===== src/rtl/palette_arbiter_pkg.sv =====
// Shared LCD palette definitions: write-buffer FSM states and palette geometry.
package palette_arbiter_pkg;

  localparam int PAL_DEPTH = 256;
  localparam int PAL_W     = 16;
  localparam int PAL_AW    = $clog2(PAL_DEPTH);

  typedef enum logic {
    WB_EMPTY = 1'b0,
    WB_FULL  = 1'b1
  } wb_state_e;

endpackage


===== src/rtl/palette_arbiter.sv =====
// Single-port palette RAM arbiter: pixel lookups vs. register-bus access through a
// 1-entry write buffer, with starvation bound and buffer-to-read forwarding.
module palette_arbiter
  import palette_arbiter_pkg::*;
#(
  parameter int STARVE_MAX = 8
) (
  input  logic              HCLK,
  input  logic              HRESET,
  input  logic              pix_req,
  input  logic [PAL_AW-1:0] pix_addr,
  output logic              pix_gnt,
  output logic [PAL_W-1:0]  pix_rdata,
  output logic              pix_rvalid,
  input  logic              cpu_req,
  input  logic              cpu_we,
  input  logic [PAL_AW-1:0] cpu_addr,
  input  logic [PAL_W-1:0]  cpu_wdata,
  output logic              cpu_gnt,
  output logic [PAL_W-1:0]  cpu_rdata,
  output logic              cpu_rvalid,
  output logic              ram_en,
  output logic              ram_we,
  output logic [PAL_AW-1:0] ram_addr,
  output logic [PAL_W-1:0]  ram_wdata,
  input  logic [PAL_W-1:0]  ram_rdata
);

  localparam int SW = $clog2(STARVE_MAX + 1);

  wb_state_e         state, state_nx;
  logic              wb_valid;
  logic [PAL_AW-1:0] wb_addr;
  logic [PAL_W-1:0]  wb_data;
  logic [SW-1:0]     starve_cnt, starve_nx;

  logic cpu_rd, cpu_wr, rd_hit, rd_ram, cpu_work, starved;
  logic pix_win, drain, rd_win, wr_acc, pix_fwd;

  logic             pix_vld_q, pix_fwd_q, cpu_vld_q, cpu_fwd_q;
  logic [PAL_W-1:0] pix_fwd_data_q, cpu_fwd_data_q, pix_hold_q, cpu_hold_q;

  assign wb_valid = (state == WB_FULL);
  assign cpu_rd   = cpu_req & ~cpu_we;
  assign cpu_wr   = cpu_req & cpu_we;
  assign rd_hit   = cpu_rd & wb_valid & (cpu_addr == wb_addr);
  assign rd_ram   = cpu_rd & ~rd_hit;
  assign cpu_work = wb_valid | rd_ram;
  assign starved  = (starve_cnt == SW'(STARVE_MAX));

  always_comb begin
    pix_win   = 1'b0;
    drain     = 1'b0;
    rd_win    = 1'b0;
    wr_acc    = 1'b0;
    pix_fwd   = 1'b0;
    pix_gnt   = 1'b0;
    cpu_gnt   = 1'b0;
    ram_en    = 1'b0;
    ram_we    = 1'b0;
    ram_addr  = pix_addr;
    ram_wdata = wb_data;
    state_nx  = state;
    starve_nx = starve_cnt;
    if (!HRESET) begin
      // Pixel side owns the RAM unless pending CPU work has hit the starvation bound.
      pix_win = pix_req & ~(starved & cpu_work);
      drain   = wb_valid & ~pix_win;
      rd_win  = rd_ram & ~pix_win & ~wb_valid;
      wr_acc  = cpu_wr & (~wb_valid | drain);
      pix_fwd = pix_win & wb_valid & (pix_addr == wb_addr);
      pix_gnt = pix_win;
      cpu_gnt = wr_acc | rd_hit | rd_win;
      ram_en  = pix_win | drain | rd_win;
      ram_we  = drain;
      if (drain)       ram_addr = wb_addr;
      else if (rd_win) ram_addr = cpu_addr;
      if (wr_acc)     state_nx = WB_FULL;
      else if (drain) state_nx = WB_EMPTY;
      if (drain || rd_win || !cpu_work) starve_nx = '0;
      else if (!starved)                starve_nx = starve_cnt + 1'b1;
    end
  end

  // Read data is live from RAM/forward register on the strobe, held afterwards.
  assign pix_rvalid = pix_vld_q;
  assign cpu_rvalid = cpu_vld_q;
  assign pix_rdata  = pix_vld_q ? (pix_fwd_q ? pix_fwd_data_q : ram_rdata) : pix_hold_q;
  assign cpu_rdata  = cpu_vld_q ? (cpu_fwd_q ? cpu_fwd_data_q : ram_rdata) : cpu_hold_q;

  always_ff @(posedge HCLK) begin
    if (HRESET) begin
      state          <= WB_EMPTY;
      starve_cnt     <= '0;
      wb_addr        <= '0;
      wb_data        <= '0;
      pix_vld_q      <= 1'b0;
      pix_fwd_q      <= 1'b0;
      pix_fwd_data_q <= '0;
      pix_hold_q     <= '0;
      cpu_vld_q      <= 1'b0;
      cpu_fwd_q      <= 1'b0;
      cpu_fwd_data_q <= '0;
      cpu_hold_q     <= '0;
    end else begin
      state      <= state_nx;
      starve_cnt <= starve_nx;
      if (wr_acc) begin
        wb_addr <= cpu_addr;
        wb_data <= cpu_wdata;
      end
      pix_vld_q <= pix_win;
      pix_fwd_q <= pix_fwd;
      if (pix_fwd)   pix_fwd_data_q <= wb_data;
      if (pix_vld_q) pix_hold_q     <= pix_rdata;
      cpu_vld_q <= rd_win | rd_hit;
      cpu_fwd_q <= rd_hit;
      if (rd_hit)    cpu_fwd_data_q <= wb_data;
      if (cpu_vld_q) cpu_hold_q     <= cpu_rdata;
    end
  end

endmodule

===== config.mk =====
export PLATFORM = sky130hd
export DESIGN_NAME = palette_arbiter
export DESIGN_NICKNAME = d
export VERILOG_FILES = /design/src/rtl/palette_arbiter_pkg.sv /design/src/rtl/palette_arbiter.sv
export SDC_FILE = /design/constraint.sdc
export NUM_CORES = 1
export LEC_CHECK = 0
export ABC_AREA = 1
export CORE_ASPECT_RATIO = 1.75
export CORE_MARGIN = 5
export CORE_UTILIZATION = 35
export CTS_BUF_LIST = sky130_fd_sc_hd__clkbuf_2 sky130_fd_sc_hd__clkbuf_4 sky130_fd_sc_hd__clkbuf_8
export CTS_CLUSTER_DIAMETER = 150
export DETAILED_ROUTE_END_ITERATION = 7
export PLACE_DENSITY = 0.69
export RECOVER_POWER = 50
export SETUP_SLACK_MARGIN = 0.3
export SYNTH_ARGS = -nofsm -noshare
export SYNTH_HDL_FRONTEND = slang
export SYNTH_SLANG_ARGS = --single-unit
export TNS_END_PERCENT = 20

===== constraint.sdc =====
create_clock -name HCLK -period 2.51 [get_ports HCLK]
set_input_delay 0.502 -clock HCLK [delete_from_list [all_inputs] [get_ports HCLK]]
set_output_delay 0.502 -clock HCLK [all_outputs]
set_load 0.01 [all_outputs]

==> impl_metrics.ini <==
[drt]
finalWirelength_um = 12830
ant_nets = 0
wire_per_inst_um = 12.41
vias = 4602
via_per_inst = 4.451
route.detailed.drc = 0
drtIter0Drc = 161
dr.pass1.iters = 6

[clock_tree]
cts-htree-levels = 3
numCtsBuffers = 9
path_clk_slew_ns = 0.09
ctsLongestPathBuffers = 2
cts_tree = yes
clock_latency_ns = 0.36
cts_sinks = 97
root_buffer = clkbuf_8

[global_route]
overflow = 0
grt_start_max_net_pins = 39
track_usage_pct = 16.04
grt_antenna_before_repair = 1
grt_pass1_wl_um = 21300
grt_pass1_vias = 4603

[finish]
layout_common_cells = inv_1, nand2_1, dfxtp_1, o21ai_0, nor2_1
fin_cells = 1034
fin_util_pct = 49.88
mostFrequentLayoutCell = inv_1
regArea_sq_um = 1944
area_growth_pct = 39.30
stdcell_area_sq_um = 6710
multi_input_area_sq_um = 2132
num-fill-cells = 1399
drive_gt1_share_pct = 13.75
nets = 908

[logic_synthesis]
synth_edf_count = 0
yosys.area_share.simple_pct = 24.13
synth_seq_cells = 97
synth_compound_area_share_pct = 17.71
yosys_warnings = 0
synth_top_family_by_area = simple AND/OR/NAND/NOR gates
yosys_most_used_dff = dfxtp_1
synth_xor_xnor_area_share_pct = 0.7273
synth_top_area_cell = dfxtp_1
synthMuxAreaShare_pct = 0
syn-cell-area_sq_um = 4817
synth.distinct_cells = 28
syn_inst = 721
synth_nets = 776
ys_seq_area_share_pct = 40.31
netlist.area_leader.share_pct = 40.31
async_reset_ff_share_pct = 0
avgSynthCellArea_sq_um = 6.681
synthAdderAreaFrac_pct = 0.5195
synth.area.top_cells = dfxtp_1, inv_1, o21ai_0

[placement]
gp_congestion = 0.8874
place_hpwl_um = 9862
port_buffers = 114
placed_cells = 1011
place_area_sq_um = 6337
pre_cts_slack_ns = -0.3703

[floorplanning]
row_count = 56
num_io_pins = 115
fp.dieH_um = 165.2
die_area_sq_um = 16300
coreArea_sq_um = 13450
start_util_pct = 35.81
die_x_um = 98.69

[critical_path]
crit_path_max_fanout = 2
cp.arrival_ns = 1.94
cp-start-kind = input port
endpoint_kind = output port
crit_required_ns = 2.01
crit_type = in -> out
reg2reg_setup_slack_ns = 0.48

[power_and_ir_drop]
total_power_mw = 3.539
powerDensity_nw_per_um2 = 527.4
p_leak_nw = 2.923
vdd_drop_max_uv = 315.3

[timing]
rsz0062_at_grt = yes
setup_viol_count_final = 0
hold_slack_ns = 0.4789
fmax_mhz = 408.8
final_hold_viol_count = 0
slew_headroom_pct = 34.94
period_share_pct = 97.46
tns_ns = 0
setup_slack_ns = 0.06382
tightest_slew_ns = 0.9759
slew_viol_final = 0
fin_worst_skew_ns = 0.009340
min_period_ns = 2.446

[outcome]
outcome = complete, no violations

[hold_path]
hold_class = reg -> reg

[run]
max_cap_violations = 0
critical path, cell delays in order:
cell and delay [ns]:
clkdlybuf4s50_1 0.50, inv_1 0.04, o21ai_0 0.16, nand2_1 0.07, o21ai_1 0.10, clkdlybuf4s50_1 0.56
flip-flops by register name, indices dropped and copies added, names as in the netlist:
signal and cells:
cpu_fwd_data_q 16, cpu_hold_q 16, pix_fwd_data_q 16, pix_hold_q 16, ram_wdata 16, wb_addr 8
starve_cnt 4, cpu_fwd_q 1, cpu_rvalid 1, pix_fwd_q 1, pix_rvalid 1, state 1
power breakdown:
| group | leakage [nW] | internal, mW | switching [mW] |
|---|---|---|---|
| Combinational | 1.99 | 0.256 | 0.264 |
| Sequential | 0.788 | 1.58 | 0.0235 |
| Clock | 0.140 | 0.865 | 0.553 |
what timing repair did:
item,4_1_cts,5_1_grt
hold buffers,0,0
pin swaps,3,0
gates cloned,1,0
endpoints found under the setup margin,44,44
resized for setup,70,10
buffers inserted,4,0
cell families after synthesis:
logic type	Yosys count
DFF	97
xor gates and xnor gates	4
and+or+nand+nor	253
buffers and inverters	207
AOI/OAI and AO/OA	158
adders and majority gates	2
layout make-up:
| cell class | instances | share of cell area, % |
|---|---|---|
| multi-input cells | 417 | 31.77 |
| flip-flops and latches | 97 | 28.98 |
| repair buffers | 156 | 21.97 |
| inverters | 172 | 9.640 |
| well taps | 174 | 3.244 |
| clock inverters | 7 | 2.480 |
| clock buffers | 9 | 1.846 |
| diodes | 2 | 0.07459 |
synthesized netlist by cell type, types with 2 or more instances:
master	number
o211ai_1	20
nor2_1	81
ha_1	2
o22ai_1	9
clkbuf_1	22
buf_1	5
buf_2	6
inv_2	16
xnor2_1	3
nand3_1	9
nand2_1	117
dfxtp_1	97
a21oi_1	29
nand4_1	20
o21ai_0	90
nand2_4	9
nand3_2	3
inv_1	156
o21ai_1	9
nor2_2	10
metal layers:
layer  vias up  share of wire [%]  track usage, %
met2        94                 51           29.17
met1      1994                 42           17.82
li1       2492                  -               -
met5         -                  0               0
met4         0                2.7           7.707
met3        22                4.2           2.984
final timing paths:
| path | to | cells after the start | startpoint |
|---|---|---|---|
| setup reg to reg | cpu_fwd_data_q[6] | 9 | state |
| hold / removal | ram_wdata[4] | 2 | ram_wdata[4] |
| setup / recovery | cpu_rdata[7] | 6 | ram_rdata[7] |
| hold reg to reg | ram_wdata[4] | 2 | ram_wdata[4] |
Power figures use the tool's default switching activity.
